==> config.mk <==
export PLATFORM = sky130hd
export DESIGN_NAME = shared_unit_arbiter_flat
export DESIGN_NICKNAME = d
export VERILOG_FILES = /design/src/rtl/shared_unit_arbiter_pkg.sv /design/src/rtl/shared_unit_arbiter_if.sv /design/src/rtl/shared_unit_arbiter_rr_picker.sv /design/src/rtl/shared_unit_arbiter.sv /design/src/flat_wrapper.sv
export SDC_FILE = /design/constraint.sdc
export NUM_CORES = 1
export LEC_CHECK = 0
export CORE_UTILIZATION = 42
export CTS_CLUSTER_SIZE = 12
export DETAILED_ROUTE_END_ITERATION = 7
export PLACE_DENSITY = 0.91
export SYNTH_ARGS = -nofsm -noshare
export SYNTH_HDL_FRONTEND = slang
export SYNTH_HIERARCHICAL = 1
export SYNTH_SLANG_ARGS = --single-unit
==> constraint.sdc <==
create_clock -name clk -period 4.1 [get_ports clk]
set_input_delay 0.82 -clock clk [delete_from_list [all_inputs] [get_ports clk]]
set_output_delay 0.82 -clock clk [all_outputs]
set_load 0.03 [all_outputs]
==> src/rtl/shared_unit_arbiter_pkg.sv <==
// Shared definitions for the shared-unit round-robin arbiter.
package shared_unit_arb_pkg;

  typedef enum logic [1:0] {
    IDLE  = 2'd0,
    ISSUE = 2'd1,
    WAIT  = 2'd2,
    RESP  = 2'd3
  } arb_state_e;

  localparam int DEF_NUM_REQ  = 4;
  localparam int DEF_DATA_W   = 8;
  localparam int DEF_MAX_WAIT = 15;

  // Increment with explicit wrap so non-power-of-2 requester counts stay in range.
  function automatic int wrap_inc(input int value, input int limit);
    return (value + 1 >= limit) ? 0 : value + 1;
  endfunction

endpackage

==> src/rtl/shared_unit_arbiter_if.sv <==
// Bundle of requester, shared-unit and response signals around the arbiter.
interface shared_unit_arbiter_if
  import shared_unit_arb_pkg::*;
#(
  parameter int NUM_REQ = DEF_NUM_REQ,
  parameter int DATA_W  = DEF_DATA_W,
  parameter int ID_W    = $clog2(NUM_REQ)
);
  logic [NUM_REQ-1:0]             req_valid;
  logic [NUM_REQ-1:0]             req_ready;
  logic [NUM_REQ-1:0][DATA_W-1:0] req_in1;
  logic [NUM_REQ-1:0][DATA_W-1:0] req_in2;

  logic              unit_start;
  logic [DATA_W-1:0] unit_in1;
  logic [DATA_W-1:0] unit_in2;
  logic              unit_done;
  logic [DATA_W-1:0] unit_z;

  logic              rsp_valid;
  logic              rsp_ready;
  logic [ID_W-1:0]   rsp_id;
  logic [DATA_W-1:0] rsp_z;
  logic              rsp_err;

  // Arbiter side.
  modport slave (
    input  req_valid, req_in1, req_in2, unit_done, unit_z, rsp_ready,
    output req_ready, unit_start, unit_in1, unit_in2, rsp_valid, rsp_id, rsp_z, rsp_err
  );

  // Requesters, shared unit and response consumer side.
  modport master (
    output req_valid, req_in1, req_in2, unit_done, unit_z, rsp_ready,
    input  req_ready, unit_start, unit_in1, unit_in2, rsp_valid, rsp_id, rsp_z, rsp_err
  );
endinterface

==> src/rtl/shared_unit_arbiter_rr_picker.sv <==
// Combinational round-robin picker: first set request at or after ptr, with wrap.
module rr_picker
  import shared_unit_arb_pkg::*;
#(
  parameter int N    = DEF_NUM_REQ,
  parameter int ID_W = $clog2(N)
) (
  input  logic [N-1:0]    req,
  input  logic [ID_W-1:0] ptr,
  output logic [N-1:0]    grant,
  output logic [ID_W-1:0] grant_id
);
  logic [ID_W-1:0] sel;

  // Scan farthest-first so the candidate closest to ptr overwrites the others.
  always_comb begin
    grant    = '0;
    grant_id = '0;
    sel      = '0;
    for (int k = N - 1; k >= 0; k--) begin
      sel = ID_W'((int'(ptr) + k) % N);
      if (req[sel]) begin
        grant      = '0;
        grant[sel] = 1'b1;
        grant_id   = sel;
      end
    end
  end
endmodule

==> src/rtl/shared_unit_arbiter.sv <==
// Round-robin controller sharing one two-operand unit among NUM_REQ requesters.
module shared_unit_arbiter
  import shared_unit_arb_pkg::*;
#(
  parameter int NUM_REQ  = DEF_NUM_REQ,
  parameter int DATA_W   = DEF_DATA_W,
  parameter int MAX_WAIT = DEF_MAX_WAIT,
  parameter int ID_W     = $clog2(NUM_REQ)
) (
  input logic                  clk,
  input logic                  rst_n,
  shared_unit_arbiter_if.slave bus
);
  localparam logic [1:0] ST_IDLE  = IDLE;
  localparam logic [1:0] ST_ISSUE = ISSUE;
  localparam logic [1:0] ST_WAIT  = WAIT;
  localparam logic [1:0] ST_RESP  = RESP;

  localparam int               CNT_W    = (MAX_WAIT > 1) ? $clog2(MAX_WAIT) : 1;
  localparam logic [CNT_W-1:0] CNT_LAST = CNT_W'(MAX_WAIT - 1);

  logic [1:0]         state;
  logic [ID_W-1:0]    rr_ptr;
  logic [ID_W-1:0]    grant_id;
  logic [ID_W-1:0]    pick_id;
  logic [NUM_REQ-1:0] pick_grant;
  logic [CNT_W-1:0]   wait_cnt;
  logic [DATA_W-1:0]  op1;
  logic [DATA_W-1:0]  op2;
  logic               take;

  rr_picker #(
    .N    (NUM_REQ),
    .ID_W (ID_W)
  ) u_picker (
    .req      (bus.req_valid),
    .ptr      (rr_ptr),
    .grant    (pick_grant),
    .grant_id (pick_id)
  );

  // Only IDLE offers a grant; every other state holds all requesters off.
  assign bus.req_ready = (state == ST_IDLE) ? pick_grant : '0;
  assign take          = |(bus.req_ready & bus.req_valid);

  // Operands come straight from their holding registers, so they keep their last value.
  assign bus.unit_in1 = op1;
  assign bus.unit_in2 = op2;

  // Control FSM with operand capture, timeout counting and response registers.
  always_ff @(posedge clk or negedge rst_n) begin
    if (!rst_n) begin
      state          <= ST_IDLE;
      rr_ptr         <= '0;
      grant_id       <= '0;
      wait_cnt       <= '0;
      op1            <= '0;
      op2            <= '0;
      bus.unit_start <= 1'b0;
      bus.rsp_valid  <= 1'b0;
      bus.rsp_id     <= '0;
      bus.rsp_z      <= '0;
      bus.rsp_err    <= 1'b0;
    end else begin
      bus.unit_start <= 1'b0;
      case (state)
        ST_IDLE: begin
          if (take) begin
            grant_id       <= pick_id;
            op1            <= bus.req_in1[pick_id];
            op2            <= bus.req_in2[pick_id];
            bus.unit_start <= 1'b1;
            state          <= ST_ISSUE;
          end
        end
        ST_ISSUE: begin
          wait_cnt <= '0;
          state    <= ST_WAIT;
        end
        ST_WAIT: begin
          if (bus.unit_done) begin
            bus.rsp_z     <= bus.unit_z;
            bus.rsp_err   <= 1'b0;
            bus.rsp_id    <= grant_id;
            bus.rsp_valid <= 1'b1;
            state         <= ST_RESP;
          end else if (wait_cnt == CNT_LAST) begin
            bus.rsp_z     <= '0;
            bus.rsp_err   <= 1'b1;
            bus.rsp_id    <= grant_id;
            bus.rsp_valid <= 1'b1;
            state         <= ST_RESP;
          end else begin
            wait_cnt <= wait_cnt + CNT_W'(1);
          end
        end
        ST_RESP: begin
          if (bus.rsp_ready) begin
            bus.rsp_valid <= 1'b0;
            rr_ptr        <= ID_W'(wrap_inc(int'(grant_id), NUM_REQ));
            state         <= ST_IDLE;
          end
        end
        default: state <= ST_IDLE;
      endcase
    end
  end
endmodule
==> src/flat_wrapper.sv <==
// flat-port wrapper written by rule: the top's interface ports become plain ports
module shared_unit_arbiter_flat import shared_unit_arb_pkg::*;
#(
  parameter int NUM_REQ  = DEF_NUM_REQ,
  parameter int DATA_W   = DEF_DATA_W,
  parameter int MAX_WAIT = DEF_MAX_WAIT,
  parameter int ID_W     = $clog2(NUM_REQ)
)
  (clk, rst_n, bus_req_valid, bus_req_in1, bus_req_in2, bus_unit_done, bus_unit_z, bus_rsp_ready, bus_req_ready, bus_unit_start, bus_unit_in1, bus_unit_in2, bus_rsp_valid, bus_rsp_id, bus_rsp_z, bus_rsp_err);
  shared_unit_arbiter_if #(.NUM_REQ(NUM_REQ), .DATA_W(DATA_W), .ID_W(ID_W)) bus_i ();
  input logic clk;
  input logic rst_n;
  input wire logic [$bits(bus_i.req_valid)-1:0] bus_req_valid;
  input wire logic [$bits(bus_i.req_in1)-1:0] bus_req_in1;
  input wire logic [$bits(bus_i.req_in2)-1:0] bus_req_in2;
  input wire logic [$bits(bus_i.unit_done)-1:0] bus_unit_done;
  input wire logic [$bits(bus_i.unit_z)-1:0] bus_unit_z;
  input wire logic [$bits(bus_i.rsp_ready)-1:0] bus_rsp_ready;
  output wire logic [$bits(bus_i.req_ready)-1:0] bus_req_ready;
  output wire logic [$bits(bus_i.unit_start)-1:0] bus_unit_start;
  output wire logic [$bits(bus_i.unit_in1)-1:0] bus_unit_in1;
  output wire logic [$bits(bus_i.unit_in2)-1:0] bus_unit_in2;
  output wire logic [$bits(bus_i.rsp_valid)-1:0] bus_rsp_valid;
  output wire logic [$bits(bus_i.rsp_id)-1:0] bus_rsp_id;
  output wire logic [$bits(bus_i.rsp_z)-1:0] bus_rsp_z;
  output wire logic [$bits(bus_i.rsp_err)-1:0] bus_rsp_err;
  assign bus_i.req_valid = bus_req_valid;
  assign bus_i.req_in1 = bus_req_in1;
  assign bus_i.req_in2 = bus_req_in2;
  assign bus_i.unit_done = bus_unit_done;
  assign bus_i.unit_z = bus_unit_z;
  assign bus_i.rsp_ready = bus_rsp_ready;
  assign bus_req_ready = bus_i.req_ready;
  assign bus_unit_start = bus_i.unit_start;
  assign bus_unit_in1 = bus_i.unit_in1;
  assign bus_unit_in2 = bus_i.unit_in2;
  assign bus_rsp_valid = bus_i.rsp_valid;
  assign bus_rsp_id = bus_i.rsp_id;
  assign bus_rsp_z = bus_i.rsp_z;
  assign bus_rsp_err = bus_i.rsp_err;
  shared_unit_arbiter #(.NUM_REQ(NUM_REQ), .DATA_W(DATA_W), .MAX_WAIT(MAX_WAIT), .ID_W(ID_W)) u_core (.clk(clk), .rst_n(rst_n), .bus(bus_i));
endmodule
# Yosys cells after proc, flatten, opt, wreduce, memory -nomap -nowiden
# Index checks and enable logic that the tools add are counted.
[word_totals]
ff_bits = 39
in_bits = 80
output_inout_bits = 33
elab_cells = 100
[op_classes]
add_sub_neg = 5
order_cmp = 10
n_eq_ne = 9
n_mux = 49
n_bitwise = 1
reduce_logical = 15
[op_table]
columns = ["cell", "n"]
rows = [
  ["$bmux W8 S2", 2],
  ["$mux W8", 4],
  ["$mux W4", 7],
  ["$mux W2", 11],
  ["$lt A2 B3 Y1 const B", 5],
  ["$mux W1", 14],
  ["$reduce_and A3 Y1", 3],
  ["$bmux W1 S2", 4],
  ["$demux W1 S2", 4],
  ["$ge A2 B1 Y1 const B", 4],
  ["$pmux W2 S4", 1],
  ["$pmux W4 S2", 1],
  ["$ne A2 B2 Y1 const B", 3],
  ["$reduce_and A2 Y1", 3],
  ["$reduce_bool A2 Y1", 3],
  ["$add A2 B2 Y2 const B", 2],
  ["$add A4 B1 Y4 const B", 1],
  ["$and A4 B4 Y4", 1],
  ["$eq A2 B2 Y1 const B", 2],
  ["$eq A4 B4 Y1 const B", 1],
  ["$logic_and A1 B1 Y1", 4],
  ["$reduce_or A4 Y1", 1],
  ["$add A2 B1 Y3 const B", 1],
  ["$ge A3 B3 Y1 const B", 1],
  ["6 further kinds", 6],
]

# Longest topological paths before layout
[logic_depth]
ltp_word = 14
depth_mapped = 13
mapped_depth_nobuf = 10

# Cells and area by module
# Netlist, hierarchy kept.
[modules_own_cells]
columns = ["module", "instances", "cells_per_inst", "area_each_um2", "seq_area_each_um2"]
rows = [
  ["shared_unit_arbiter", 1, 141, 2064.5, 975.9],
  ["rr_picker", 1, 60, 495.5, 0.0],
]

# Least setup slack after synthesis
# No wires, ideal clock.
[synth_timing]
path_type = "register -> output"
from = "register u_core.rr_ptr[0]"
to = "output bus_req_ready[1]"
t_arrival_ns = 2.512
slack_ns = 0.768
stages_incl_launch_ff = 10
n_path_buf = 2
cell_sequence = "dfrtp_1 > buf_6 > inv_1 > ha_1 > buf_6 > mux4_2 > or4_1 > a21o_1 > o211ai_1 > and2_1"
[synth_between]
elab_chain_cells = 10
word_cells_on_any_way = 36
cone_classes = "3 x add/sub; 8 x order compare; 21 x mux; 4 x reduce/logical"
[synth_lines]
columns = ["item", "line", "rtl"]
rows = [
  ["from (decl)", "shared_unit_arbiter.sv:23", "logic [ID_W-1:0] rr_ptr;"],
  ["from (signal assigned)", "shared_unit_arbiter.sv:100", "rr_ptr <= ID_W'(wrap_inc(int'(grant_id), NUM_REQ));"],
  ["$add A2 B2 Y2", "shared_unit_arbiter_rr_picker.sv:21", "sel = ID_W'((int'(ptr) + k) % N);"],
  ["$lt A2 B3 Y1 (not written as such) or $ge A2 B1 Y1 (tied branches)", "shared_unit_arbiter_rr_picker.sv:24", "grant[sel] = 1'b1;"],
  ["$logic_and A1 B1 Y1 (not written as such)", "shared_unit_arbiter_rr_picker.sv:24", ""],
  ["$mux W1 (not written as such)", "shared_unit_arbiter_rr_picker.sv:24", ""],
  ["$demux W1 S2", "shared_unit_arbiter_rr_picker.sv:24", ""],
  ["$mux W4 (3 in a row)", "shared_unit_arbiter_rr_picker.sv:22", "if (req[sel]) begin"],
  ["$mux W4 (*)", "shared_unit_arbiter_rr_picker.sv:22", ""],
  ["named net u_core.pick_grant[1]", "shared_unit_arbiter.sv:26", "logic [NUM_REQ-1:0] pick_grant;"],
  ["$mux W4 (*)", "shared_unit_arbiter.sv:43", "assign bus.req_ready = (state == ST_IDLE) ? pick_grant : '0;"],
  ["to (decl)", "flat_wrapper.sv:19", "output wire logic [$bits(bus_i.req_ready)-1:0] bus_req_ready;"],
]
# Mark *: on every way through the listed nets, which the timed path passes. The rest lies on a longest branch. The select of a mux whose other input is x is not followed.

# Worst setup path after layout
[layout_timing]
from = "input bus_req_valid[0]"
to = "output bus_req_ready[1]"
[layout_between]
elab_chain_cells = 7
word_cells_on_any_way = 13
cone_classes = "13 x mux"
[layout_lines]
columns = ["item", "line", "rtl"]
rows = [
  ["from (decl)", "flat_wrapper.sv:13", "input wire logic [$bits(bus_i.req_valid)-1:0] bus_req_valid;"],
  ["$bmux W1 S2", "shared_unit_arbiter_rr_picker.sv:22", ""],
  ["$mux W1 (not written as such)", "shared_unit_arbiter_rr_picker.sv:22", ""],
  ["$mux W4 (3 in a row)", "shared_unit_arbiter_rr_picker.sv:22", ""],
  ["$mux W4 (*)", "shared_unit_arbiter_rr_picker.sv:22", ""],
  ["named net u_core.pick_grant[1]", "shared_unit_arbiter.sv:26", ""],
  ["$mux W4 (*)", "shared_unit_arbiter.sv:43", ""],
]
# Marked as above.

==> impl_metrics.toml <==
[outcome]
status = "complete, no violations"

[yosys]
ys.flop_type = "dfrtp_1"
synth.cell_area_mm2 = 0.00256
avgSynthCellArea_um2 = 12.7
synthCells = 201
synth_edf_count = 0
ys_ff_latch = 39
synth-warning-count = 6
synth_nets = 297
ys_seq_area_share_pct = 38.1
netlist-cell-type-count = 44
synthArstFlopShare_pct = 100

[detailed_routing]
vias = 2168
wl_um = 6340
firstDrtPassIters = 4
drc = 0
routedWlPerCell_um = 16.0
final_antenna_net_count = 0
first_iter_violations = 99
drt-vias-per-instance = 5.46

[critical_path]
cp.arrival_ns = 3.11
path_common_cell = "buf_4"
end_kind = "output port"
reg2reg_depth = 11
cp_cell_sequence = "clkdlybuf4s50_1 -> mux4_2 -> buf_4 -> or4_1 -> a21o_1 -> o211ai_1 -> and2_1 -> buf_4"
rr_endpoint = "u_core/bus.unit_in2[7]"
r2r_setup_slack_ns = 0.81
cp-start-kind = "input pin"
crit_type = "in2out"
crit_required_ns = 3.28
critPathMaxFanout = 8
critPathSlowestCell = "clkdlybuf4s50_1"
r2r_start = "u_core/rr_ptr[0]"
crit_path_max_incr_delay_ns = 0.53

[floorplanning]
rows = 28
die_area_mm2 = 0.00641
die_w_um = 80.1
die_h_um = 80.1
ios = 113
core_area_mm2 = 0.00589
initial_core_util_pct = 43.5

[placed_design]
place_area_mm2 = 0.00377
gp_congestion = 0.842
place_hpwl_um = 5070
numPortBuffers = 112

[clock_network]
cts_buffer_depth = 2
cts_sinks = 39
clkLatencyLatePin_ns = 0.28
clockRootBuffer = "clkbuf_8"
tritoncts = "yes"
numCtsBuffers = 5
htreeDepth = 2
cts_post_setup_buffers_inserted = 0
clk_pin_slew_ns = 0.08
hold_buffers = 0

[min_path]
hold_depth = 1
hold_path_class = "reg2reg"
hold_path_end = "u_core/wait_cnt[3]"
min_from = "u_core/wait_cnt[3]"

[finish]
layout.nets = 417
layout_common_cells = "clkdlybuf4s50_1 (107), dfrtp_1 (39), mux2_2 (24), ha_1 (16), mux4_2 (13)"
regArea_um2 = 976
design_area_mm2 = 0.00389
drive_above_1_share_pct = 20.2
n_antenna_cell = 0
multi_input_area_mm2 = 0.00148
layout_commonest_cell = "clkdlybuf4s50_1"
nFillCells = 476
area_growth_pct = 52.0

[power]
powerDensity_mw_per_mm2 = 771
finalPower_mw = 3.00
leakage_nw = 1.69
peakVddDrop_mv = 0.375

[grt]
grt_overflow = 0
gr-usage-all-layers_pct = 20.4
antenna_found_initial = 0
grt_max_degree = 40
grt_pass1_vias = 2169
grt_pass1_wl_um = 9980

[timing]
setup_tns_ns = 0
post-route-period-util_pct = 95.8
rsz0062_at_grt = "no"
finalHoldViolCount = 0
relSlewSlack_pct = 42.5
worst_clock_skew_ns = 0.00691
tightest_slew_ns = 0.862
holdWs_ns = 0.502
min_period_ns = 3.93
fmax_ghz = 0.255
slew_violations = 0
finalSetupViolations = 0

[job]
cap_viol_max_count = 0
==> per-stage QoR <==
step	std cells	worst slack, ns	util (%)
after floorplan	201	0.768	-
after CTS	397	0.0373	66.0
after detailed placement	389	0.0417	64.1
final	397	0.172	66.1
after global routing	397	0.0472	66.1
after global placement	389	0.137	64.1
==> layer usage <==
metal  vias up  part of all wire, %  track usage (%)
met1      1043                   37             21.8
met3        10                  7.6             5.68
met2        97                   55             39.5
met4         0                 0.90             4.11
met5         -                    0                0
li1       1018                    -                -
==> cell usage after synthesis (2+ instances only) <==
cell type,count,area (um2)
mux4_1,5,131
nand2_1,5,18.8
a21o_1,2,15.0
a31oi_1,3,18.8
mux4_2,13,293
nand4_1,5,31.3
buf_2,4,20.0
nand3_1,6,30.0
o211ai_1,3,22.5
buf_6,3,33.8
nor2b_1,2,12.5
nand2b_1,3,18.8
a21oi_1,4,20.0
o21ai_0,4,20.0
inv_1,8,30.0
mux2_2,24,270
mux2i_1,4,40.0
a22oi_1,5,37.5
ha_1,16,200
o31ai_1,3,22.5
o22ai_1,2,12.5
dfrtp_1,39,976
a22o_1,8,70.1
nor2_1,6,22.5
and2_1,5,31.3
==> worst max-delay path, delay by kind of cell <==
| kind | cells | cell delay (ns) |
|---|---|---|
| simple gates | 2 | 0.64 |
| compound gates | 2 | 0.26 |
| buf+inv | 3 | 0.86 |
| mux | 1 | 0.52 |
==> where the power goes <==
part | switching (mW) | leakage [nW] | internal (mW)
logic | 1.03 | 1.15 | 0.996
clock network | 0.132 | 0.0581 | 0.181
registers | 0.100 | 0.476 | 0.565
total | 1.26 | 1.69 | 1.74
==> layout make-up <==
class | count | area share [%]
Tap cell | 75 | 2.41
Multi-Input combinational cell | 144 | 37.9
Clock inverter | 3 | 1.13
Timing Repair Buffer | 123 | 30.9
Sequential cell | 39 | 25.1
Inverter | 8 | 0.772
Clock buffer | 5 | 1.77
==> logic make-up after synthesis <==
family                     share of synthesized area, %
AOI/OAI and AO/OA                                  11.3
adders and majority gates                          7.82
buffers and inverters                              4.50
DFF                                                38.1
muxes                                              28.7
and+or+nand+nor                                    9.53
==> state kept, by name, summed over array words and instances, names as in the netlist <==
name,cells
u_core/bus.rsp_z,8
u_core/bus.unit_in1,8
u_core/bus.unit_in2,8
u_core/wait_cnt,4
u_core/bus.rsp_id,2
u_core/grant_id,2
u_core/rr_ptr,2
u_core/state,2
u_core/bus.rsp_err,1
u_core/bus.rsp_valid,1
u_core/bus.unit_start,1
==> worst max path at each step <==
stage	startpoint	endpoint	slack, ns	cells after the start
finish	bus_req_valid[0]	bus_req_ready[1]	0.17	8
global route	bus_req_valid[0]	bus_req_ready[1]	0.05	8
CTS	bus_req_valid[0]	bus_req_ready[3]	0.04	7
detailed placement	bus_req_valid[0]	bus_req_ready[3]	0.04	7
global placement	bus_req_valid[0]	bus_req_ready[3]	0.14	7
floorplan	u_core/rr_ptr[0]	bus_req_ready[1]	0.77	9
==> what timing repair did <==
action | in CTS | in global routing
setup endpoints to repair | 0 | 3
hold endpoints to repair | 0 | 0
gates resized for setup | 0 | 3
(Power assumes the default switching activity.)
